<file path="src/rtl/counter_ctrl.sv">
// Programmable terminal-count timer: one-shot or periodic, with pause, abort,
// restart and a divide-by-2N square-wave output.
module counter_ctrl #(
    parameter int WIDTH = 8
) (
    input  logic             clk,
    input  logic             rst,
    input  logic             start,
    input  logic             stop,
    input  logic             pause,
    input  logic             auto_reload,
    input  logic [WIDTH-1:0] period,
    output logic [WIDTH-1:0] count,
    output logic             tick,
    output logic             q,
    output logic             busy,
    output logic             done,
    output logic             err,
    output logic [1:0]       dbg_state
);

    typedef enum logic [1:0] {
        IDLE  = 2'd0,
        RUN   = 2'd1,
        PAUSE = 2'd2
    } state_e;

    state_e           state_q, state_d;
    logic [WIDTH-1:0] n_q, n_d;
    logic             mode_q, mode_d;
    logic [WIDTH-1:0] count_q, count_d;
    logic             q_q, q_d;
    logic             tick_q, tick_d;
    logic             done_q, done_d;
    logic             err_q, err_d;
    logic [WIDTH-1:0] last_count;

    assign last_count = n_q - WIDTH'(1);

    // Priority: stop > start > pause; rst is applied in the register block.
    always_comb begin
        state_d = state_q;
        n_d     = n_q;
        mode_d  = mode_q;
        count_d = count_q;
        q_d     = q_q;
        tick_d  = 1'b0;
        done_d  = 1'b0;
        err_d   = 1'b0;
        if (stop) begin
            state_d = IDLE;
            count_d = '0;
            q_d     = 1'b0;
        end else if (start) begin
            if (period != '0) begin
                n_d     = period;
                mode_d  = auto_reload;
                count_d = '0;
                state_d = RUN;
            end else begin
                err_d = 1'b1;
            end
        end else begin
            case (state_q)
                RUN: begin
                    if (pause) begin
                        state_d = PAUSE;
                    end else if (count_q == last_count) begin
                        count_d = '0;
                        tick_d  = 1'b1;
                        q_d     = ~q_q;
                        if (!mode_q) begin
                            state_d = IDLE;
                            done_d  = 1'b1;
                        end
                    end else begin
                        count_d = count_q + WIDTH'(1);
                    end
                end
                // Leaving PAUSE costs one edge; counting resumes on the next.
                PAUSE: begin
                    if (!pause) begin
                        state_d = RUN;
                    end
                end
                default: begin
                    count_d = '0;
                end
            endcase
        end
    end

    always_ff @(posedge clk) begin
        if (rst) begin
            state_q <= IDLE;
            n_q     <= '0;
            mode_q  <= 1'b0;
            count_q <= '0;
            q_q     <= 1'b0;
            tick_q  <= 1'b0;
            done_q  <= 1'b0;
            err_q   <= 1'b0;
        end else begin
            state_q <= state_d;
            n_q     <= n_d;
            mode_q  <= mode_d;
            count_q <= count_d;
            q_q     <= q_d;
            tick_q  <= tick_d;
            done_q  <= done_d;
            err_q   <= err_d;
        end
    end

    assign count     = count_q;
    assign tick      = tick_q;
    assign q         = q_q;
    assign busy      = (state_q != IDLE);
    assign done      = done_q;
    assign err       = err_q;
    assign dbg_state = state_q;

endmodule

</file>
<file path="config.mk">
export PLATFORM = sky130hd
export DESIGN_NAME = counter_ctrl
export DESIGN_NICKNAME = d
export VERILOG_FILES = /design/src/rtl/counter_ctrl.sv
export SDC_FILE = /design/constraint.sdc
export NUM_CORES = 1
export LEC_CHECK = 0
export CAP_MARGIN = 5
export CORE_MARGIN = 2
export CORE_UTILIZATION = 47
export CTS_CLUSTER_DIAMETER = 200
export DETAILED_ROUTE_END_ITERATION = 16
export GPL_TIMING_DRIVEN = 1
export PLACE_DENSITY = 0.75
export SLEW_MARGIN = 20
export SYNTH_ARGS = -nofsm -noshare
export SYNTH_HDL_FRONTEND = slang
export SYNTH_SLANG_ARGS = --single-unit
</file>
<file path="constraint.sdc">
create_clock -name clk -period 2.9 [get_ports clk]
set_input_delay 0.435 -clock clk [delete_from_list [all_inputs] [get_ports clk]]
set_output_delay 0.435 -clock clk [all_outputs]
set_load 0.01 [all_outputs]
</file>
==> out/results.txt, run 1 <==
Detail Route met3 WL - 133 microns
Hold Crit Class - reg2reg
Cell row count - 19
Worst skew pair latency - 0.30 ns
RSZ-0062 raised after global routing - false
Count of cell types in the netlist - 40
Routed length on met1 - 1470 microns
Drt drc - 0
End of the critical path - count[7]$_SDFFE_PP0P_
Crit path time final - 2.26 ns
I/O Pins - 29
Core ar. - 2760 sq um
Sequential fraction of design power - 57.2%
Leakage - 0.000624 uW
Hold buffers post-CTS - 0
Num Clock Sinks - 23
CP Max Fanout - 15
First-pass GRT wire length - 5640 microns
WS Path Type - reg2reg
Mux cell area share after synthesis - 1.45%
Synth Area in Compound Gates - 24.4%
Grt ovf - 0
Fillcell total - 252
Post-synth top cells - nand2_1, dfxtp_1, a21oi_1, nor2_1, o21ai_0
Post-Syn Area - 1380 sq um
Setup bufs post-CTS - 0
Largest net degree at the start of global routing - 16
Max Root-Sink Buffers - 2
Routed length on met2 - 1580 microns
Fin cells - 236
Vias - 1387
CTS root buffer - clkbuf_4
Sequential area share after synthesis - 33.5%
Clock skew - 0.00279 ns
Routability congestion estimate - 0.856
Switching Share - 26.9%
Port Buf Inserts - 28
Vias in the first global route - 1277
Main combinational cell family by area after synthesis - simple AND/OR/NAND/NOR gates
Syn. warnings - 0
Post-synth EDFFs - 0
Final setup viols - 0
Max-slew violation count - 0
Final hold vios - 0
Synth Flop Type - dfxtp_1
DR pass1 iterations - 4
Worst path arrival time - 2.47 ns
Crit. End Element - flip-flop
Critical Path Start Type - flip-flop
Total nets after synthesis - 194
R2R Setup Slk - 0.64 ns
Setup TNS - 0 ns
# H-tree levels - 1
Synth top area share - 33.5%
Final HPWL DP - 2500 microns
Initial Util - 49.9%
Hold depth - 2
F_max - 442 MHz
Initial antenna violation count - 0
Die extent in x - 58.1 microns
Cts bufs inserted - 3
Die Span Y - 58.1 microns
FF-to-FF Start - n_q[0]$_SDFFE_PP0P_
Share of total power in combinational logic - 17.7%
Clk slew on worst S/H paths - 0.12 ns
NetSw - 156 uW
Area of the multi-input gates - 865 sq um
Max layer used - met4
Hold_ws - 0.492 ns
Required time of the critical path - 3.11 ns
Synth Area in Simple Gates - 30.1%
CTS tree - built
Clock Power Share - 25.1%
Sequential cell area - 460 sq um
NumNets Final - 222
VDD IR max - 240 uV
Worst R2R End - count[7]$_SDFFE_PP0P_
Average cell area after synthesis - 7.73 sq um
Power Density - 339 nW/um^2
Slew headroom - 59.4%
Worst-margin pin slew - 0.609 ns
1st-iter DRT viols - 70
CTS resizes - 0
GRT Resource Usage Total - 20.9%
Status - complete, no violations
Synth Area in Adders - 1.82%
Setup crit start - n_q[0]$_SDFFE_PP0P_
Die outline area - 3380 sq um
Post-route ant nets - 0
Antenna diodes - 0
Post-Synth XOR/XNOR Area - 5.09%
Vias/cell - 5.88
Area leader, netlist - dfxtp_1
Top-count cell post-synth - nand2_1
DRT Wirelength - 3230 microns
Syn-to-layout area delta - 24.4%
Reg2Reg Depth - 7
Wire length per cell - 13.7 microns
Syn Inst Count - 178
Top cells by area, synth - dfxtp_1, nand2_1, a21oi_1
Yosys reg bits - 23
DP Cell Count - 232
Final period utilization - 78.0%
Total of max-cap violations - 0
Internal - 424 uW
Layout cells sized above 1 - 7.80%
Ys async rst share - 0%
## power groups by stage
stage | registers, uW | clock network, uW | logic (uW)
after floorplan | 337 | 0 | 61.5
after global placement | 339 | 0 | 98.4
after detailed placement | 339 | 0 | 102
after CTS | 332 | 153 | 102
after global routing | 334 | 164 | 114
final | 332 | 146 | 103
## kinds of logic after synthesis
family / after synthesis
flip-flops: 23
multiplexers: 2
buffers and inverters: 13
AO/OA/AOI/OAI: 50
XOR/XNOR: 8
AND/OR/NAND/NOR: 80
adder cells (fa/ha/maj): 2
## metal layers
metal,up-vias,global-route usage (%)
met1,639,26.4
met5,-,0
met2,35,36.4
met4,0,8.64
li1,707,-
met3,6,2.01
## final cells by class
type / count / share of cell area (%)
repair buffers: 31 / 17.7
clock buffers: 4 / 1.54
well taps: 31 / 2.27
multi-input cells: 142 / 50.5
flip-flops and latches: 23 / 26.9
inverters: 5 / 1.10
## placed cells by master, fill, tap and decap left out, types with 6 or more instances in the layout
master and count:
o21ai_0 10, xor2_1 6, a21oi_1 16, dfxtp_1 23, o311ai_0 9, clkdlybuf4s50_1 28
or2_2 6, nor2_1 16, nand2_1 24, nand3_1 7
## stage by stage
| stage | total power [uW] | area [sq um] | setup slack, ns | util (%) |
|---|---|---|---|---|
| floorplan | 398 | 1380 | 0.969 | - |
| detailed placement | 441 | 1690 | 0.452 | 61.1 |
| CTS | 587 | 1710 | 0.629 | 62.1 |
| finish | 580 | 1710 | 0.639 | 62.1 |
| global route | 612 | 1710 | 0.452 | 62.1 |
| global placement | 437 | 1690 | 0.485 | 61.1 |
## how the worst min path moves through the flow
| stage | start | end |
|---|---|---|
| floorplan | mode_q$_SDFFE_PP0P_ | done$_SDFF_PP0_ |
| global placement | q$_SDFFE_PP0P_ | q$_SDFFE_PP0P_ |
| detailed placement | q$_SDFFE_PP0P_ | q$_SDFFE_PP0P_ |
| CTS | q$_SDFFE_PP0P_ | q$_SDFFE_PP0P_ |
| global route | q$_SDFFE_PP0P_ | q$_SDFFE_PP0P_ |
| finish | q$_SDFFE_PP0P_ | q$_SDFFE_PP0P_ |
## state kept, by name (all words and copies together) (netlist names)
signal,cells
mode_q,1
n_q,8
dbg_state,2
tick,1
err,1
count,8
done,1
q,1
## worst max-delay path: stages (launching register included)
cell and delay, ns:
dfxtp_1 0.44, inv_1 0.07, ha_1 0.31, xnor2_1 0.14, a211oi_2 0.16, o221ai_2 0.28, or3_1 0.51, a32o_1 0.27
Note: power is estimated with default switching activity, not from simulation.
==> inputs of run 2 (changes only) <==
==> constraint.sdc (replaced) <==
create_clock -name clk -period 2.16 [get_ports clk]
set_input_delay 0.324 -clock clk [delete_from_list [all_inputs] [get_ports clk]]
set_output_delay 0.324 -clock clk [all_outputs]
set_load 0.01 [all_outputs]
==> run 2 against run 1 <==
Against the previous run: total power increased by 42%; via count up 7.1%; clock power rose by 40%; register-to-register slack got worse by 0.53 ns; global-route usage increased by 0.94 points.
==> out/results.txt, run 2 (same netlist as run 1, synthesis figures left out) <==
Setup bufs post-CTS - 0
Commonest non-fill, non-tap cells in the layout - clkdlybuf4s50_1, nand2_1, dfxtp_1
VDD IR max - 370 uV
CP peak stage delay - 0.44 ns
First-pass GRT wire length - 5800 microns
RSZ-0062 raised after global routing - false
CP cell instances - inv_1, ha_1, xnor2_1, a211oi_2, o221ai_2, or3_4, a32o_1
Cell row count - 19
Max Root-Sink Buffers - 2
Worst-margin pin slew - 0.535 ns
Delay-heaviest family, CP - compound AO/OA/AOI/OAI gates
Clk slew on worst S/H paths - 0.14 ns
Required time of the critical path - 2.39 ns
Hold Crit Class - reg2reg
CP Max Fanout - 7
Worst path bufs/invs - 1
Worst skew pair latency - 0.32 ns
PnR worst setup slack - 0.107 ns
Die extent in x - 58.1 microns
Max-slew violation count - 0
Largest net degree at the start of global routing - 13
Vias - 1485
1st-iter DRT viols - 126
Slew headroom - 64.2%
Cts bufs inserted - 3
F_max - 487 MHz
Num Clock Sinks - 23
CTS tree - built
Vias/cell - 5.92
Post-route ant nets - 0
Critical Path Start Type - flip-flop
Commonest non-fill, non-tap cell in the layout - clkdlybuf4s50_1
Clock skew - 0.0153 ns
Fillcell total - 223
Wire length per cell - 14.0 microns
Final period utilization - 95.0%
Final HPWL DP - 2760 microns
Power Density - 432 nW/um^2
Core ar. - 2760 sq um
NumNets Final - 237
Initial Util - 49.9%
Antenna diodes - 0
Worst path arrival time - 2.28 ns
Final cell utilization of the core - 68.9%
Drt drc - 0
Leakage - 0.000717 uW
Status - complete, no violations
Pre-CTS WS - -0.0505 ns
Routability congestion estimate - 0.823
DR pass1 iterations - 4
WS Path Type - reg2reg
Total of max-cap violations - 0
Grt ovf - 0
Port Buf Inserts - 28
Setup TNS - 0 ns
DRT Wirelength - 3510 microns
GRT Resource Usage Total - 21.9%
Final setup viols - 0
Die outline area - 3380 sq um
Final hold vios - 0
Hold buffers post-CTS - 0
I/O Pins - 29
Initial antenna violation count - 0
Syn-to-layout area delta - 38.1%
Highest-delay cell along the critical path - or3_4
CTS root buffer - clkbuf_4
# H-tree levels - 1
Layout cells sized above 1 - 18.6%
Crit. End Element - flip-flop
Crit path time final - 2.05 ns
Die Span Y - 58.1 microns
Vias in the first global route - 1427
[run 2: area by class of cell]
cell class              count  area, sq um  share of cell area (%)
multi-input cells         142          938                    49.4
clock buffers               4         26.3                    1.38
flip-flops and latches     23          463                    24.4
well taps                  31         38.8                    2.04
inverters                   5         18.8                   0.987
repair buffers             46          415                    21.9
[run 2: report_power, final]
| part | leakage [uW] | internal [uW] | total, uW | switching, uW |
|---|---|---|---|---|
| Clock | 0.0000150 | 72.2 | 204 | 132 |
| Sequential | 0.000187 | 434 | 446 | 12.9 |
| Combinational | 0.000515 | 82.4 | 171 | 88.3 |
| Total | 0.000717 | 588 | 822 | 233 |
[run 2: per-stage QoR]
stage                     cell area (sq um)  cells  hold slack (ns)  total power (uW)
after floorplan                        1380    178            0.422               534
after global placement                 1800    247            0.456               598
after detailed placement               1800    247            0.473               606
after CTS                              1830    251            0.491               810
after global routing                   1900    251            0.518               863
final                                  1900    251            0.482               822
[run 2: final timing paths]
path | start | endpoint | slack (ns) | depth (start not counted)
max | n_q[0]$_SDFFE_PP0P_ | count[7]$_SDFFE_PP0P_ | 0.11 | 7
min | q$_SDFFE_PP0P_ | q$_SDFFE_PP0P_ | 0.48 | 2
max reg2reg | n_q[0]$_SDFFE_PP0P_ | count[7]$_SDFFE_PP0P_ | 0.11 | 7
min reg2reg | q$_SDFFE_PP0P_ | q$_SDFFE_PP0P_ | 0.48 | 2
[run 2: what timing repair did]
| item | CTS | global route |
|---|---|---|
| pin swaps | 0 | 1 |
| endpoints found under the setup margin | 1 | 9 |
| gates cloned | 0 | 0 |
| gates resized for setup | 1 | 17 |
[run 2: tightest hold or removal path, stage by stage, from the launching register on]
cell     delay [ns]
dfxtp_1        0.34
nand2_1        0.06
mux2i_1        0.05
[run 2: per-layer routing]
layer / global-route usage (%) / up-vias / routed length (microns)
met1: 24.6 / 705 / 1550
met5: 0 / - / 0
li1: - / 738 / -
met3: 5.13 / 4 / 136
met2: 39.8 / 38 / 1790
met4: 8.31 / 0 / 34
==> inputs of run 3 (changes only) <==
--- a/config.mk
+++ b/config.mk
@@ -11,7 +11,7 @@
 export CTS_CLUSTER_DIAMETER = 200
 export DETAILED_ROUTE_END_ITERATION = 16
 export GPL_TIMING_DRIVEN = 1
-export PLACE_DENSITY = 0.75
+export PLACE_DENSITY = 0.86
 export SLEW_MARGIN = 20
 export SYNTH_ARGS = -nofsm -noshare
 export SYNTH_HDL_FRONTEND = slang
==> run 3 against run 2 <==
Against the previous run: total power fell by 0.99%; clock power barely moved; flip-flop and latch count did not move; critical path depth did not move; via count fell by 2.3%; largest power group unchanged; sequential power barely moved; hold slack improved by 0.0017 ns; register-to-register slack improved by 0.03 ns; clock skew fell by 0.0092 ns.
==> out/results.txt, run 3 (same netlist as run 1, synthesis figures left out) <==
Status - complete, no violations
Final hold vios - 0
CTS root buffer - clkbuf_4
Initial antenna violation count - 0
Final HPWL DP - 2750 microns
WS Path Type - reg2reg
Leakage - 0.000695 uW
Setup crit start - n_q[0]$_SDFFE_PP0P_
FF-to-FF Start - n_q[0]$_SDFFE_PP0P_
Hold buffers post-CTS - 0
Vias in the first global route - 1449
Syn-to-layout area delta - 32.6%
Fillcell total - 234
Grt ovf - 0
Clock skew - 0.00603 ns
Power Density - 446 nW/um^2
NumNets Final - 236
R2R Setup Slk - 0.14 ns
Clock Power Share - 25.4%
Clk slew on worst S/H paths - 0.13 ns
Post-route cell area - 1830 sq um
Layout cells sized above 1 - 15.1%
Worst R2R End - count[7]$_SDFFE_PP0P_
Die Span Y - 58.1 microns
CP Max Fanout - 7
Sequential fraction of design power - 54.8%
RSZ-0062 raised after global routing - true
DR pass1 iterations - 4
# H-tree levels - 1
Core ar. - 2760 sq um
VDD IR max - 373 uV
Max Root-Sink Buffers - 2
Cts bufs inserted - 3
Hold Crit Endpoint - q$_SDFFE_PP0P_
Vias/cell - 5.80
Die extent in x - 58.1 microns
Worst skew pair latency - 0.32 ns
Max-slew violation count - 0
Total of max-cap violations - 0
I/O Pins - 29
Fin cells - 250
Num Clock Sinks - 23
NetSw - 228 uW
GRT Resource Usage Total - 22.1%
DRT Wirelength - 3550 microns
Hold Crit Class - reg2reg
Worst-margin pin slew - 0.537 ns
Wire length per cell - 14.2 microns
Reg2Reg Depth - 7
Drt drc - 0
DP Cell Count - 245
Hold_sp - q$_SDFFE_PP0P_
Hold depth - 2
Initial Util - 49.9%
Required time of the critical path - 2.39 ns
Port Buf Inserts - 28
Final period utilization - 93.6%
Die outline area - 3380 sq um
Hold_ws - 0.484 ns
Share of total power in combinational logic - 19.8%
Crit path time final - 2.02 ns
F_max - 495 MHz
Commonest non-fill, non-tap cell in the layout - clkdlybuf4s50_1
DP Area - 1780 sq um
Crit. End Element - flip-flop
Final setup viols - 0
Largest net degree at the start of global routing - 13
CTS tree - built
Internal - 585 uW
Vias - 1451
Worst path arrival time - 2.25 ns
Commonest non-fill, non-tap cells in the layout - clkdlybuf4s50_1, nand2_1, dfxtp_1
1st-iter DRT viols - 99
Switching Share - 28.1%
Cell row count - 19
Slew headroom - 64.1%
Antenna diodes - 0
Routability congestion estimate - 0.851
Critical Path Start Type - flip-flop
Post-route ant nets - 0
First-pass GRT wire length - 5870 microns
[run 3: cell types whose count changed in the layout (fill, tap and decap cells not counted), sizes merged]
| cell | delta |
|---|---|
| buf | -1 |
[run 3: metal layers]
metal / track usage (%) / part of all wire (%)
met1: 23.5 / 44
met2: 42.4 / 51
met3: 3.57 / 3.6
met4: 9.30 / 1.7
met5: 0 / 0
[run 3: repair_timing]
action,in CTS,in global routing
endpoints found under the setup margin,0,7
gates resized for setup,0,8
buffers inserted,0,1
[run 3: final cells by class]
class / count / area, sq um / share of cell area, %
Multi-Input combinational cell: 142 / 871 / 47.7
Sequential cell: 23 / 463 / 25.4
Timing Repair Buffer: 45 / 408 / 22.3
Tap cell: 31 / 38.8 / 2.12
Clock buffer: 4 / 26.3 / 1.44
Inverter: 5 / 18.8 / 1.03
[run 3: power by group through the flow]
stage / combinational (uW) / sequential (uW) / clock, uW
after floorplan: 82.6 / 452 / 0
after global placement: 144 / 453 / 0
after detailed placement: 151 / 454 / 0
after CTS: 152 / 445 / 208
after global routing: 175 / 447 / 222
final: 161 / 446 / 207
[run 3: how the worst max path moves through the flow]
stage                                        to  slack, ns  cells after the start
after CTS                 count[2]$_SDFFE_PP0P_       0.04                      6
final                     count[7]$_SDFFE_PP0P_       0.14                      7
after global placement    count[2]$_SDFFE_PP0P_       0.11                      7
after detailed placement  count[2]$_SDFFE_PP0P_       0.04                      7
after floorplan           count[7]$_SDFFE_PP0P_       0.23                      7
after global routing      count[3]$_SDFFE_PP0P_      -0.01                      8
[run 3: stage by stage]
stage	setup TNS [ns]	utilization, %	setup slack (ns)	total power, uW
final	0	66.2	0.138	813
after global routing	-0.0105	66.2	-0.0105	843
after CTS	0	65.6	0.0441	805
after detailed placement	0	64.7	0.0411	605
after global placement	0	64.7	0.108	597
after floorplan	0	-	0.229	534
[run 3: worst max-delay path, stage by stage, from the launching register on]
cell,delay (ns)
dfxtp_2,0.38
inv_1,0.05
ha_1,0.29
xnor2_1,0.13
a211oi_2,0.17
o221ai_2,0.19
or3_1,0.46
a32o_1,0.26
